`src/rtl/pmem_line_responder.sv`:
```
// pmem_line_responder
// Bridges the 128-bit cache-line pmem protocol onto a narrow, ready-handshaked
// word memory. A line is moved as BEATS word transactions. Completion is
// signalled by a one-cycle pmem_resp.
//
// state   | meaning
// --------+-----------------------------------------------------------
// IDLE    | waiting for pmem_read / pmem_write (write wins if both)
// RD_BEAT | reading word 'beat' of the line from the backend
// WR_BEAT | writing word 'beat' of the line to the backend
// RESP    | pmem_resp pulse; forced dead cycle before the next accept
module pmem_line_responder #(
  parameter int ADDR_W = 16,
  parameter int LINE_W = 128,
  parameter int WORD_W = 16,
  localparam int BEATS = LINE_W / WORD_W
) (
  input  logic              clk,
  input  logic              rst,
  input  logic              pmem_read,
  input  logic              pmem_write,
  input  logic [ADDR_W-1:0] pmem_address,
  input  logic [LINE_W-1:0] pmem_wdata,
  output logic              pmem_resp,
  output logic [LINE_W-1:0] pmem_rdata,
  output logic              mem_read,
  output logic              mem_write,
  output logic [ADDR_W-1:0] mem_addr,
  output logic [WORD_W-1:0] mem_wdata,
  input  logic [WORD_W-1:0] mem_rdata,
  input  logic              mem_ready
);

  localparam int BEAT_W = $clog2(BEATS);
  localparam int OFF_W  = $clog2(LINE_W / 8);
  localparam int WSH    = $clog2(WORD_W / 8);

  localparam logic [1:0] IDLE    = 2'd0;
  localparam logic [1:0] RD_BEAT = 2'd1;
  localparam logic [1:0] WR_BEAT = 2'd2;
  localparam logic [1:0] RESP    = 2'd3;

  logic [1:0]        state_q, state_d;
  logic [BEAT_W-1:0] beat_q, beat_d;
  logic [ADDR_W-1:0] line_addr_q, line_addr_d;
  logic [LINE_W-1:0] wdata_q, wdata_d;
  logic [LINE_W-1:0] rdata_q, rdata_d;
  logic              last_beat;
  logic [ADDR_W-1:0] beat_off;

  assign last_beat = (beat_q == BEAT_W'(BEATS - 1));
  assign beat_off  = ADDR_W'(beat_q) << WSH;

  // Next-state, beat counter and line/data latches.
  always_comb begin
    state_d     = state_q;
    beat_d      = beat_q;
    line_addr_d = line_addr_q;
    wdata_d     = wdata_q;
    rdata_d     = rdata_q;
    case (state_q)
      IDLE: begin
        if (pmem_write) begin
          line_addr_d = {pmem_address[ADDR_W-1:OFF_W], {OFF_W{1'b0}}};
          wdata_d     = pmem_wdata;
          beat_d      = '0;
          state_d     = WR_BEAT;
        end else if (pmem_read) begin
          line_addr_d = {pmem_address[ADDR_W-1:OFF_W], {OFF_W{1'b0}}};
          beat_d      = '0;
          state_d     = RD_BEAT;
        end
      end
      RD_BEAT: begin
        if (mem_ready) begin
          rdata_d[beat_q*WORD_W +: WORD_W] = mem_rdata;
          beat_d = beat_q + BEAT_W'(1);
          if (last_beat) state_d = RESP;
        end
      end
      WR_BEAT: begin
        if (mem_ready) begin
          beat_d = beat_q + BEAT_W'(1);
          if (last_beat) state_d = RESP;
        end
      end
      RESP:    state_d = IDLE;
      default: state_d = IDLE;
    endcase
  end

  // State registers; reset abandons any line in flight and clears the read line.
  always_ff @(posedge clk or posedge rst) begin
    if (rst) begin
      state_q     <= IDLE;
      beat_q      <= '0;
      line_addr_q <= '0;
      wdata_q     <= '0;
      rdata_q     <= '0;
    end else begin
      state_q     <= state_d;
      beat_q      <= beat_d;
      line_addr_q <= line_addr_d;
      wdata_q     <= wdata_d;
      rdata_q     <= rdata_d;
    end
  end

  // Outputs decode straight from registered state so a reset drops the strobes at once.
  assign mem_read   = (state_q == RD_BEAT);
  assign mem_write  = (state_q == WR_BEAT);
  assign pmem_resp  = (state_q == RESP);
  assign mem_addr   = (mem_read || mem_write) ? (line_addr_q + beat_off) : '0;
  assign mem_wdata  = mem_write ? wdata_q[beat_q*WORD_W +: WORD_W] : '0;
  assign pmem_rdata = rdata_q;

endmodule

```
`config.mk`:
```
export PLATFORM = sky130hd
export DESIGN_NAME = pmem_line_responder
export DESIGN_NICKNAME = d
export VERILOG_FILES = /design/src/rtl/pmem_line_responder.sv
export SDC_FILE = /design/constraint.sdc
export NUM_CORES = 1
export LEC_CHECK = 0
export ABC_AREA = 1
export BUFFER_PORTS_ARGS = -buffer_cell sky130_fd_sc_hd__clkbuf_2
export CAP_MARGIN = 20
export CELL_PAD_IN_SITES_DETAIL_PLACEMENT = 1
export CELL_PAD_IN_SITES_GLOBAL_PLACEMENT = 2
export CORE_ASPECT_RATIO = 1.25
export CORE_MARGIN = 8
export CORE_UTILIZATION = 30
export CTS_CLUSTER_DIAMETER = 120
export DETAILED_ROUTE_END_ITERATION = 10
export GPL_TIMING_DRIVEN = 0
export PLACE_DENSITY_LB_ADDON = 0.05
export SLEW_MARGIN = 20
export SYNTH_ARGS = -nofsm -noshare
export SYNTH_HDL_FRONTEND = slang
export SYNTH_SLANG_ARGS = --single-unit
export TNS_END_PERCENT = 10
```
`constraint.sdc`:
```
create_clock -name clk -period 10.3 [get_ports clk]
set_clock_uncertainty 0.1 [all_clocks]
set_input_delay 1.03 -clock clk [delete_from_list [all_inputs] [get_ports clk]]
set_output_delay 1.03 -clock clk [all_outputs]
set_load 0.01 [all_outputs]
```
=== Word-level counts from Yosys, hierarchy flattened ===
Index checks and enable logic that the tools add are counted.

* Add/subtract/negate cells: 3
* Eq/ne operators: 7
* Shifts and indexed selects: 3
* Muxes and demuxes: 14
* Reductions and logical operators: 10

{| class="wikitable"
|+ Operators by type and width
! operator !! count
|-
| $bwmux 128 || 1
|-
| $shift 16x34->128 const A || 1
|-
| $shiftx 128x8->16 || 1
|-
| $shiftx 16x34->128 || 1
|-
| $mux 16 || 4
|-
| $neg 7->34 || 1
|-
| $add 16x4->16 || 1
|-
| $mux 3 || 3
|-
| $mux 2 || 4
|-
| $pmux 2 s3 || 1
|-
| $pmux 3 s2 || 1
|-
| $reduce_and 2->1 || 3
|-
| $reduce_and 3->1 || 2
|-
| $eq 2x2->1 const B || 2
|-
| $ne 2x1->1 const B || 2
|-
| $reduce_bool 2->1 || 2
|-
| $add 3x1->3 const B || 1
|-
| $eq 3x3->1 const B || 1
|-
| $ne 3x3->1 const B || 1
|-
| $eq 2x1->1 const B || 1
|-
| $logic_not 2->1 || 1
|-
| $reduce_or 2->1 || 1
|-
| $logic_or 1x1->1 || 1
|}

* Flip-flop bits (word level): 277
* Output and inout bits: 163
* Logic and storage cells: 42

=== Depth between registers and ports, before layout ===
Gate-level depths: netlist of run 1.

* Depth after elaboration: 4
* Mapped depth: 14

=== Worst setup path after synthesis of run 1 ===
Ideal clock, no wire load.

* Kind: register to output
* Start: reg state_q[0]
* End: out mem_wdata[10]
* Arrival: 1.452 ns
* Required time: 9.170 ns
* Slack: 7.718 ns
* Stages on the path, launching flop included: 7
* Path buffers: 2
* Path through: dfrtp_1 inv_1 ha_1 clkbuf_1 clkbuf_1 nand2_1 nor2_1

* Cells in the longest elaborated chain, start to end: 2

{| class="wikitable"
|+ Ends and longest elaborated chain
! element !! line !! RTL
|-
| start: declaration || 43 || <nowiki>logic [1:0] state_q, state_d;</nowiki>
|-
| start signal: assignment || 101 || <nowiki>state_q <= state_d;</nowiki>
|-
| $eq 2x2->1 || 111 || <nowiki>assign mem_write = (state_q == WR_BEAT);</nowiki>
|-
| named net mem_write || 27 || <nowiki>output logic mem_write,</nowiki>
|-
| $mux 16 || 114 || <nowiki>assign mem_wdata = mem_write ? wdata_q[beat_q*WORD_W +: WORD_W] : '0;</nowiki>
|-
| end: declaration || 29 || <nowiki>output logic [WORD_W-1:0] mem_wdata,</nowiki>
|}

The timed path passes the listed nets, and every way through them passes these cells.

=== Final worst setup path of run 1 ===
* Start: reg state_q[0]
* End: out mem_wdata[11]

* Cells in the longest elaborated chain, start to end: 2

{| class="wikitable"
|+ Ends and longest elaborated chain
! element !! line
|-
| $eq 2x2->1 || 111
|-
| $mux 16 || 114
|}

No other way between the ends.

==> results of run 1 <==
synthesized netlist by cell type (all sizes together):
cell    instances
nand4           2
o21ai          76
a21o            1
buf            59
ha             10
or2             1
conb            1
clkbuf         31
nor2          191
inv           181
dfrtp         273
nand2         446
a21oi         130
o211ai          1
nand3         129
nor3            1
per-layer routing:
metal | up-vias | GRT usage
met1 | 5287 | 0.229
met5 | - | 0
met2 | 230 | 0.352
met4 | 0 | 0.0383
li1 | 5449 | -
met3 | 45 | 0.0316
worst paths after layout:
check	slack [ns]	to	from	depth (start not counted)
max	6.53	mem_wdata[11]	state_q[0]	7
min	0.37	pmem_rdata[70]	pmem_rdata[70]	2
max reg2reg	7.44	pmem_rdata[6]	beat_q[0]	11
min reg2reg	0.37	pmem_rdata[70]	pmem_rdata[70]	2
max in group asynchronous	8.68	wdata_q[80]	rst	3
min in group asynchronous	0.47	pmem_rdata[123]	rst	2
cells by family after synthesis:
family | Yosys count | synth area share
and+or+nand+nor | 770 | 0.261
AOI/OAI and AO/OA | 208 | 0.0845
buffers and inverters | 271 | 0.0922
adders and majority gates | 10 | 0.0101
DFF | 273 | 0.552
other | 1 | 0.000303
layout make-up:
class                   count  area share
diodes                      1    0.000159
plain buffers              90      0.0292
clock buffers              45      0.0570
clock inverters             9     0.00762
inverters                 181      0.0437
multi-input cells         989       0.280
flip-flops and latches    273       0.433
well taps                 552      0.0438
repair buffers            324       0.106
power groups by stage:
| stage | sequential [uW] | combinational [uW] | clock [uW] |
|---|---|---|---|
| floorplan | 1540 | 1030 | 0 |
| CTS | 1520 | 1710 | 1150 |
| detailed placement | 1540 | 1700 | 0 |
| finish | 1520 | 1650 | 1120 |
| global placement | 1530 | 1670 | 0 |
| global route | 1550 | 1880 | 1190 |
flip-flops by register name, indices dropped and copies added, names as in the netlist:
register / cells
pmem_rdata: 128
beat_q: 3
wdata_q: 128
line_addr_q: 12
state_q: 2
worst max-delay path, cell delays in order, from the launching register on:
cell and delay, ns:
dfrtp_1 0.40, inv_1 0.14, ha_1 0.29, clkbuf_1 0.36, clkbuf_1 0.38, nand2_1 0.12, nor2_1 0.22, clkbuf_2 0.18
metrics by stage:
step,power (uW),setup slack [ns],utilization
after global placement,3200,-2.12,0.359
after CTS,4380,6.42,0.385
after detailed placement,3230,7.08,0.360
after global routing,4620,6.30,0.385
after floorplan,2570,1.65,-
final,4280,6.53,0.385
==> metrics.md, run 1 <==
| Metric | Value |
|---|---|
| Die height | `approximately 240 um` |
| Max clock buf depth | `3` |
| Static Leak | `between 0.008 and 0.009 uW` |
| Part of the power in registers | `0.354` |
| Max VDD drop | `~130 uV` |
| Hold Violations, Final | `0` |
| Area taken by flip-flops and latches | `about 6800 um2` |
| Run status | `finished, final reports clean` |
| Die Wd | `~200 um` |
| CTS tree | `yes` |
| Core area | `approximately 40000 um2` |
| Worst-path clk slew | `0.06 ns` |
| RSZ-0062 raised after global routing | `no` |
| Final setup violating endpoints | `0` |
| All-Layer GR Usage | `0.191` |
| # nets final | `approximately 2100` |
| Net Sw Frac | `0.396` |
| Largest net degree at the start of global routing | `95` |
| Synthesized area per cell | `between 8 and 9 um2` |
| Area delta synth->final | `27.3%` |
| Met1 wire length | `~19 mm` |
| Number of vias per cell | `approximately 4.5` |
| Register area share after synthesis | `0.552` |
| Cell count after synthesis | `between 1500 and 2000` |
| Power Dens Cells | `between 200 and 300 nW/um2` |
| GPL Wtd Cong | `between 0.7 and 0.8` |
| Startpoint class of the critical path | `register` |
| Synth area leader | `dfrtp_1` |
| Max Cap Violations | `0` |
| Initial antenna violation count | `0` |
| Pint | `about 2600 uW` |
| Clock power share | `0.261` |
| Clk sinks | `roughly 270` |
| Critical path class | `reg2out` |
| Worst path required time | `9.17 ns` |
| Switch Pwr | `1690 uW` |
| Min Clock Period, post-route | `roughly 3.8 ns` |
| Worst skew pair latency | `0.56 ns` |
| Mapped cell area | `between 10000 and 15000 um2` |
| Detail Placement HPWL | `approximately 37 mm` |
| Top sig layer | `met4` |
| Fraction of the cycle the final worst path needs | `0.366` |
| Setup TNS | `0 ns` |
| Share of layout cells above drive strength 1 | `0.242` |
| Placed insts | `approximately 2400` |
| Normalized max-slew margin | `0.556` |
| CP Max Fanout | `10` |
| Max Fclk | `approximately 270 MHz` |
| Vias in the first global route | `roughly 12000` |
| Worst-margin pin slew | `0.665 ns` |
| Worst EP arrival | `around 2.6 ns` |
| Routed len/inst | `between 15 and 20 um` |
| Post-route cell area | `approximately 16000 um2` |
| Setup Buffers After CTS | `0` |
| Grt ovf | `0` |
| Initial Util | `0.303` |
| Top cells by area, synth | `dfrtp_1 55%, nand2_1 13%, nor2_1 5.3%` |
| H-tree depth | `1` |
| Area share of the largest cell type after synthesis | `0.552` |
| Synthesized Nets | `approximately 1700` |
| Final WL | `46.3 mm` |
| Rows | `83` |
| Filler cells | `5134` |
| Final max-slew violation count | `0` |
| WL met2 | `about 24 mm` |
| Residual DRC count | `0` |
| YS warnings | `0` |
| Commonest non-fill, non-tap cell in the layout | `nand2_1` |
| First-pass GRT wire length | `slightly above 70 mm` |
| First-pass DRT Iterations | `4` |
| Antenna-violating nets left | `0` |
| Hold Path Class | `reg2reg` |
| Port Buffer Count | `around 320` |
| I/O pin cnt | `roughly 330` |
| Gates resized, CTS repair | `0` |
| Met3 wire length | `2.28 mm` |
| CTS buffer count | `30` |
| Most frequent cells in the layout | `438 x nand2_1, 322 x clkbuf_2, 273 x dfrtp_1` |
| WHS | `roughly 0.37 ns` |
| Count of cell types in the netlist | `28` |
| Area occupied by multi-input gates | `roughly 4400 um2` |
| DRT iter0 DRCs | `approximately 470` |
| FF+latch count, synth | `273` |
| Die area | `slightly below 50000 um2` |
| Area after DPL | `between 10000 and 15000 um2` |
| CTS root buffer | `clkbuf_16` |
| Comb power frac | `0.386` |
| Final Non-Filler Cells | `approximately 2500` |
| Crit end category | `output port` |
| CTS Hold Buffers Added | `0` |
| Vias | `roughly 11000` |
Power figures use the tool's default switching activity.
==> run 2: changes to the inputs <==
- CORE_UTILIZATION: 30 -> 27
- clock period: 10.3 -> 3.1 ns (I/O delays scaled with it)
==> metrics.md, run 2 (same netlist as run 1, synthesis figures left out) <==
| Metric | Value |
|---|---|
| Worst skew pair latency | `0.53 ns (-0.03 ns)` |
| Final Power | `14800 uW (+250%)` |
| Vias | `11764 (+6.8%)` |
| H-tree depth | `2 (+1)` |
| Initial antenna violation count | `2 (+2)` |
| Antenna-violating nets left | `0 (unchanged)` |
| Worst path required time | `3.39 ns (-5.78 ns)` |
| Filler cells | `5496 (+7.1%)` |
| Power Dens Cells | `840 nW/um2 (+210%)` |
| Die height | `255 um (+5.1%)` |
| Core area | `45200 um2 (+10%)` |
| Initial Util | `0.274 (-0.0285)` |
| # nets final | `2227 (+7.9%)` |
| CTS buffer count | `34 (+13%)` |
| Area taken by flip-flops and latches | `6830 um2 (unchanged)` |
| CP Max Fanout | `10 (unchanged)` |
| Grt ovf | `0 (unchanged)` |
| Critical path class | `reg2reg` |
| Final max-slew violation count | `0 (unchanged)` |
| Largest net degree at the start of global routing | `34 (-64%)` |
| Crit end category | `register` |
| Met3 wire length | `1.82 mm (-20%)` |
| Max VDD drop | `422 uV (+230%)` |
| Residual DRC count | `0 (unchanged)` |
| Fraction of the cycle the final worst path needs | `0.928` |
| Static Leak | `0.00954 uW (+8.7%)` |
| Max Cap Violations | `0 (unchanged)` |
| Hold Violations, Final | `0 (unchanged)` |
| FF-to-FF path depth | `11 (unchanged)` |
| Setup TNS | `0 ns (unchanged)` |
| Final setup violating endpoints | `0 (unchanged)` |
| CTS root buffer | `clkbuf_16` |
| Area delta synth->final | `42.3%` |
| First-pass GRT wire length | `78.9 mm (+10%)` |
| Worst EP arrival | `3.17 ns (+0.53 ns)` |
| Normalized max-slew margin | `0.597 (+0.0405)` |
| I/O pin cnt | `328 (unchanged)` |
| DRT iter0 DRCs | `400 (-14%)` |
| Met1 wire length | `21.5 mm (+14%)` |
| Port Buffer Count | `322 (unchanged)` |
| GPL Wtd Cong | `0.798 (+1.1%)` |
| Worst-path clk slew | `0.06 ns (about the same)` |
| Final WL | `50.9 mm (+10%)` |
| Area occupied by multi-input gates | `4410 um2 (about the same)` |
| Hold Path Class | `in2reg` |
| Startpoint class of the critical path | `register` |
| Detail Placement HPWL | `39.4 mm (+7.9%)` |
| Commonest non-fill, non-tap cell in the layout | `nand2_1` |
| Die area | `53000 um2 (+10%)` |
| Rows | `87 (+4.8%)` |
| Share of layout cells above drive strength 1 | `0.231 (-0.0108)` |
| WL met2 | `26.6 mm (+9.3%)` |
| All-Layer GR Usage | `0.191 (+0.000388)` |
| Routed len/inst | `19.1 um (+1.9%)` |
| RSZ-0062 raised after global routing | `no` |
| Max clock buf depth | `3 (unchanged)` |
| Number of vias per cell | `4.42 (-1.0%)` |
| Top sig layer | `met4` |
| Worst-margin pin slew | `0.605 ns (-0.0608 ns)` |
| Vias in the first global route | `13290 (+9.7%)` |
| Min Clock Period, post-route | `around 2.9 ns` |
| CTS tree | `yes` |
| Run status | `finished, final reports clean` |
| Place WS | `0.184 ns (-6.89 ns)` |
| Most frequent cells in the layout | `438 x nand2_1, 324 x clkbuf_2, 273 x dfrtp_1` |
| Worst hold stages | `3 (+1)` |
| First-pass DRT Iterations | `4 (unchanged)` |
| Max Fclk | `approximately 350 MHz` |
| Die Wd | `208 um (+5.0%)` |
| Setup Buffers After CTS | `0 (unchanged)` |
| Clk sinks | `273 (unchanged)` |
| Setup ws final | `0.224 ns (-6.31 ns)` |
[run 2: report_power, final]
group	switching, uW	internal [uW]
clock	1590	2440
combinational	3850	1880
sequential	401	4640
[run 2: timing repair]
| item | in CTS | in global routing |
|---|---|---|
| gates resized for setup | 0 | 5 |
| hold endpoints to repair | 167 | 0 |
| endpoints found under the setup margin | 6 | 7 |
| cloned | 0 | 0 |
| hold buffers | 151 | 0 |
[run 2: final timing paths]
| kind | startpoint | to | slack [ns] |
|---|---|---|---|
| hold / removal | mem_rdata[8] | pmem_rdata[8] | 0.04 |
| min in group asynchronous | rst | pmem_rdata[127] | 0.28 |
| max in group asynchronous | rst | pmem_rdata[68] | 1.30 |
| setup / recovery | beat_q[0] | pmem_rdata[8] | 0.22 |
| hold reg to reg | pmem_rdata[111] | pmem_rdata[111] | 0.37 |
| setup reg to reg | beat_q[0] | pmem_rdata[8] | 0.22 |
[run 2: metal layers]
metal | GRT usage | up-vias
met5 | 0 | -
met4 | 0.0447 | 0
met3 | 0.0342 | 53
met2 | 0.356 | 244
met1 | 0.225 | 5682
li1 | - | 5785
[run 2: cell type report]
cell class / count / area share
Antenna cell: 3 / 0.000426
Buffer: 89 / 0.0261
Clock buffer: 53 / 0.0599
Clock inverter: 9 / 0.00469
Inverter: 181 / 0.0389
Multi-Input combinational cell: 989 / 0.250
Sequential cell: 273 / 0.388
Tap cell: 578 / 0.0410
Timing Repair Buffer: 484 / 0.191
[run 2: worst max-delay path: stages, from the launching register on]
cell      delay, ns
dfrtp_1        0.39
buf_6          0.17
inv_4          0.14
buf_4          0.20
buf_2          0.29
ha_1           0.24
ha_1           0.31
nor2_2         0.17
nand4_1        0.21
clkbuf_1       0.31
nand2_1        0.12
o21ai_1        0.07
[run 2: through the flow]
step	cells	util	instance area (um2)	hold slack, ns
6_report	2659	0.390	17600	0.0415
4_1_cts	2656	0.390	17600	0.000346
3_5_place_dp	2444	0.331	15000	0.270
2_1_floorplan	1533	-	12400	0.342
3_3_place_gp	2433	0.326	14700	0.355
5_1_grt	2658	0.390	17600	0.0264
==> run 3: changes to the inputs <==
==> constraint.sdc (replaced) <==
create_clock -name clk -period 3.1 [get_ports clk]
set_clock_uncertainty 0.1 [all_clocks]
set_input_delay 0.62 -clock clk [delete_from_list [all_inputs] [get_ports clk]]
set_output_delay 0.62 -clock clk [all_outputs]
set_load 0.01 [all_outputs]
==> metrics.md, run 3 (same netlist as run 1, synthesis figures left out) <==
| Metric | Value |
|---|---|
| Run status | `finished, final reports clean` |
| Grt ovf | `0 (unchanged)` |
| Worst EP arrival | `2.27 ns (-0.90 ns)` |
| Area taken by flip-flops and latches | `6830 um2 (unchanged)` |
| Die Wd | `208 um (unchanged)` |
| Final max-slew violation count | `0 (unchanged)` |
| Worst skew pair latency | `0.53 ns (about the same)` |
| Net Sw Frac | `0.397 (+0.00178)` |
| Filler cells | `5546 (+0.91%)` |
| Worst-path clk slew | `0.06 ns (about the same)` |
| Antenna-violating nets left | `0 (unchanged)` |
| CTS root buffer | `clkbuf_16` |
| CP Max Fanout | `10 (unchanged)` |
| CTS buffer count | `34 (unchanged)` |
| Switch Pwr | `5860 uW (+0.20%)` |
| Vias | `11205 (-4.8%)` |
| Pint | `8910 uW (-0.54%)` |
| Comb power frac | `0.385 (-0.002)` |
| Power Dens Cells | `911 nW/um2 (+8.5%)` |
| Share of layout cells above drive strength 1 | `0.259 (+0.0282)` |
| Final Non-Filler Cells | `2509 (-5.6%)` |
| Hold Path Class | `in2reg` |
| Fraction of the cycle the final worst path needs | `0.964 (+0.0362)` |
| Detail Placement HPWL | `39.4 mm (unchanged)` |
| Max VDD drop | `423 uV (about the same)` |
| All-Layer GR Usage | `0.185 (-0.00653)` |
| I/O pin cnt | `328 (unchanged)` |
| Startpoint class of the critical path | `register` |
| Max Fclk | `335 MHz (-3.8%)` |
| First-pass DRT Iterations | `4 (unchanged)` |
| H-tree depth | `2 (unchanged)` |
| Critical path class | `reg2out` |
| Max clock buf depth | `3 (unchanged)` |
| Area delta synth->final | `30.9%` |
| Core area | `45200 um2 (unchanged)` |
| Worst-margin pin slew | `0.588 ns (-0.0164 ns)` |
| Routed len/inst | `19.6 um (+2.4%)` |
| Clk sinks | `273 (unchanged)` |
| Most frequent cells in the layout | `438 x nand2_1, 329 x clkbuf_2, 273 x dfrtp_1` |
| Number of vias per cell | `4.47 (+0.94%)` |
| DRT iter0 DRCs | `389 (-2.8%)` |
| RSZ-0062 raised after global routing | `yes` |
| Normalized max-slew margin | `0.608 (+0.0109)` |
| Max Cap Violations | `0 (unchanged)` |
| Commonest non-fill, non-tap cell in the layout | `nand2_1` |
| Hold Violations, Final | `0 (unchanged)` |
| Final Power | `14800 uW (-0.25%)` |
| Rows | `87 (unchanged)` |
| Placed insts | `2444 (unchanged)` |
| GPL Wtd Cong | `0.798 (unchanged)` |
| # nets final | `2078 (-6.7%)` |
| Worst path required time | `2.38 ns (-1.01 ns)` |
| Crit end category | `output port` |
| Final WL | `49.2 mm (-3.3%)` |
| Port Buffer Count | `322 (unchanged)` |
| Post-route cell area | `16200 um2 (-8.0%)` |
| Static Leak | `0.00895 uW (-6.2%)` |
| Area after DPL | `15000 um2 (unchanged)` |
| Final setup violating endpoints | `0 (unchanged)` |
| Residual DRC count | `0 (unchanged)` |
| Vias in the first global route | `12533 (-5.7%)` |
| Largest net degree at the start of global routing | `34 (unchanged)` |
| Min Clock Period, post-route | `2.99 ns (+0.112 ns)` |
| CTS tree | `yes` |
| Die height | `255 um (unchanged)` |
| Initial antenna violation count | `2 (unchanged)` |
| Part of the power in registers | `0.342 (about the same)` |
| Area occupied by multi-input gates | `4450 um2 (+0.79%)` |
| First-pass GRT wire length | `75.8 mm (-3.9%)` |
| Die area | `53000 um2 (unchanged)` |
| Initial Util | `0.274 (unchanged)` |
| Clock power share | `0.273 (about the same)` |
-- run 3: cell types whose count changed in the layout (fill, tap and decap cells not counted), moves of 3 or more --
| cell | before | now |
|---|---|---|
| nor2_2 | 3 | 13 |
| clkbuf_1 | 37 | 32 |
| dlygate4sd3_1 | 151 | 1 |
| buf_2 | 44 | 41 |
| nor2_1 | 174 | 164 |
| clkbuf_2 | 324 | 329 |
-- run 3: metal layers --
metal	track usage	vias to the layer above	wire length (um)
li1	-	5483	-
met2	0.338	238	25400
met3	0.0371	42	2060
met5	0	-	0
met1	0.221	5442	21000
met4	0.0412	0	743
-- run 3: repair_timing --
item	in CTS	in global routing
setup endpoints to repair	26	16
setup buffers	0	1
endpoints found under the hold margin	8	0
resized for setup	16	19
hold buffers	1	0
-- run 3: through the flow --
stage	TNS [ns]	utilization	hold slack, ns	worst slack [ns]
3_3_place_gp	-913.43	0.326	0.355	-3.39
4_1_cts	-0.132	0.357	0.181	-0.0800
6_report	0	0.359	0.223	0.112
2_1_floorplan	-335.63	-	0.342	-1.23
5_1_grt	-0.0452	0.359	0.191	-0.0211
3_5_place_dp	0	0.331	0.359	0.184
-- run 3: path summary, 6_finish.rpt --
| check | start | end | slack (ns) | depth (start not counted) |
|---|---|---|---|---|
| min in group asynchronous | rst | pmem_rdata[127] | 0.59 | 3 |
| max in group asynchronous | rst | pmem_rdata[32] | 0.99 | 8 |
| worst max-delay path | beat_q[1] | mem_wdata[3] | 0.11 | 8 |
| worst max register to register | beat_q[0] | pmem_rdata[8] | 0.41 | 11 |
| worst min-delay path | pmem_address[9] | line_addr_q[9] | 0.22 | 3 |
| worst min register to register | pmem_rdata[111] | pmem_rdata[111] | 0.37 | 2 |
-- run 3: power groups by stage --
stage                     clock network (uW)  registers (uW)  logic, uW
after CTS                               4180            5050       5810
after global placement                     0            5090       5620
final                                   4030            5040       5690
after floorplan                            0            5120       3420
after global routing                    4310            5160       6450
after detailed placement                   0            5110       5730
-- run 3: worst max-delay path: stages (launching register included) --
cell and delay [ns]:
dfrtp_1 0.39, buf_6 0.16, inv_2 0.15, buf_2 0.27, nand3_1 0.19, nand2_1 0.17, nor2_1 0.07, nor2_1 0.17
clkbuf_2 0.16
-- run 3: cell type report --
type	instances	share of cell area
tap	578	0.0446
sequential	273	0.422
clock buffer	53	0.0652
clock inverter	9	0.00510
inverter	181	0.0423
antenna	2	0.000309
multi-input combinational	989	0.274
buffer	89	0.0303
timing repair buffer	335	0.116
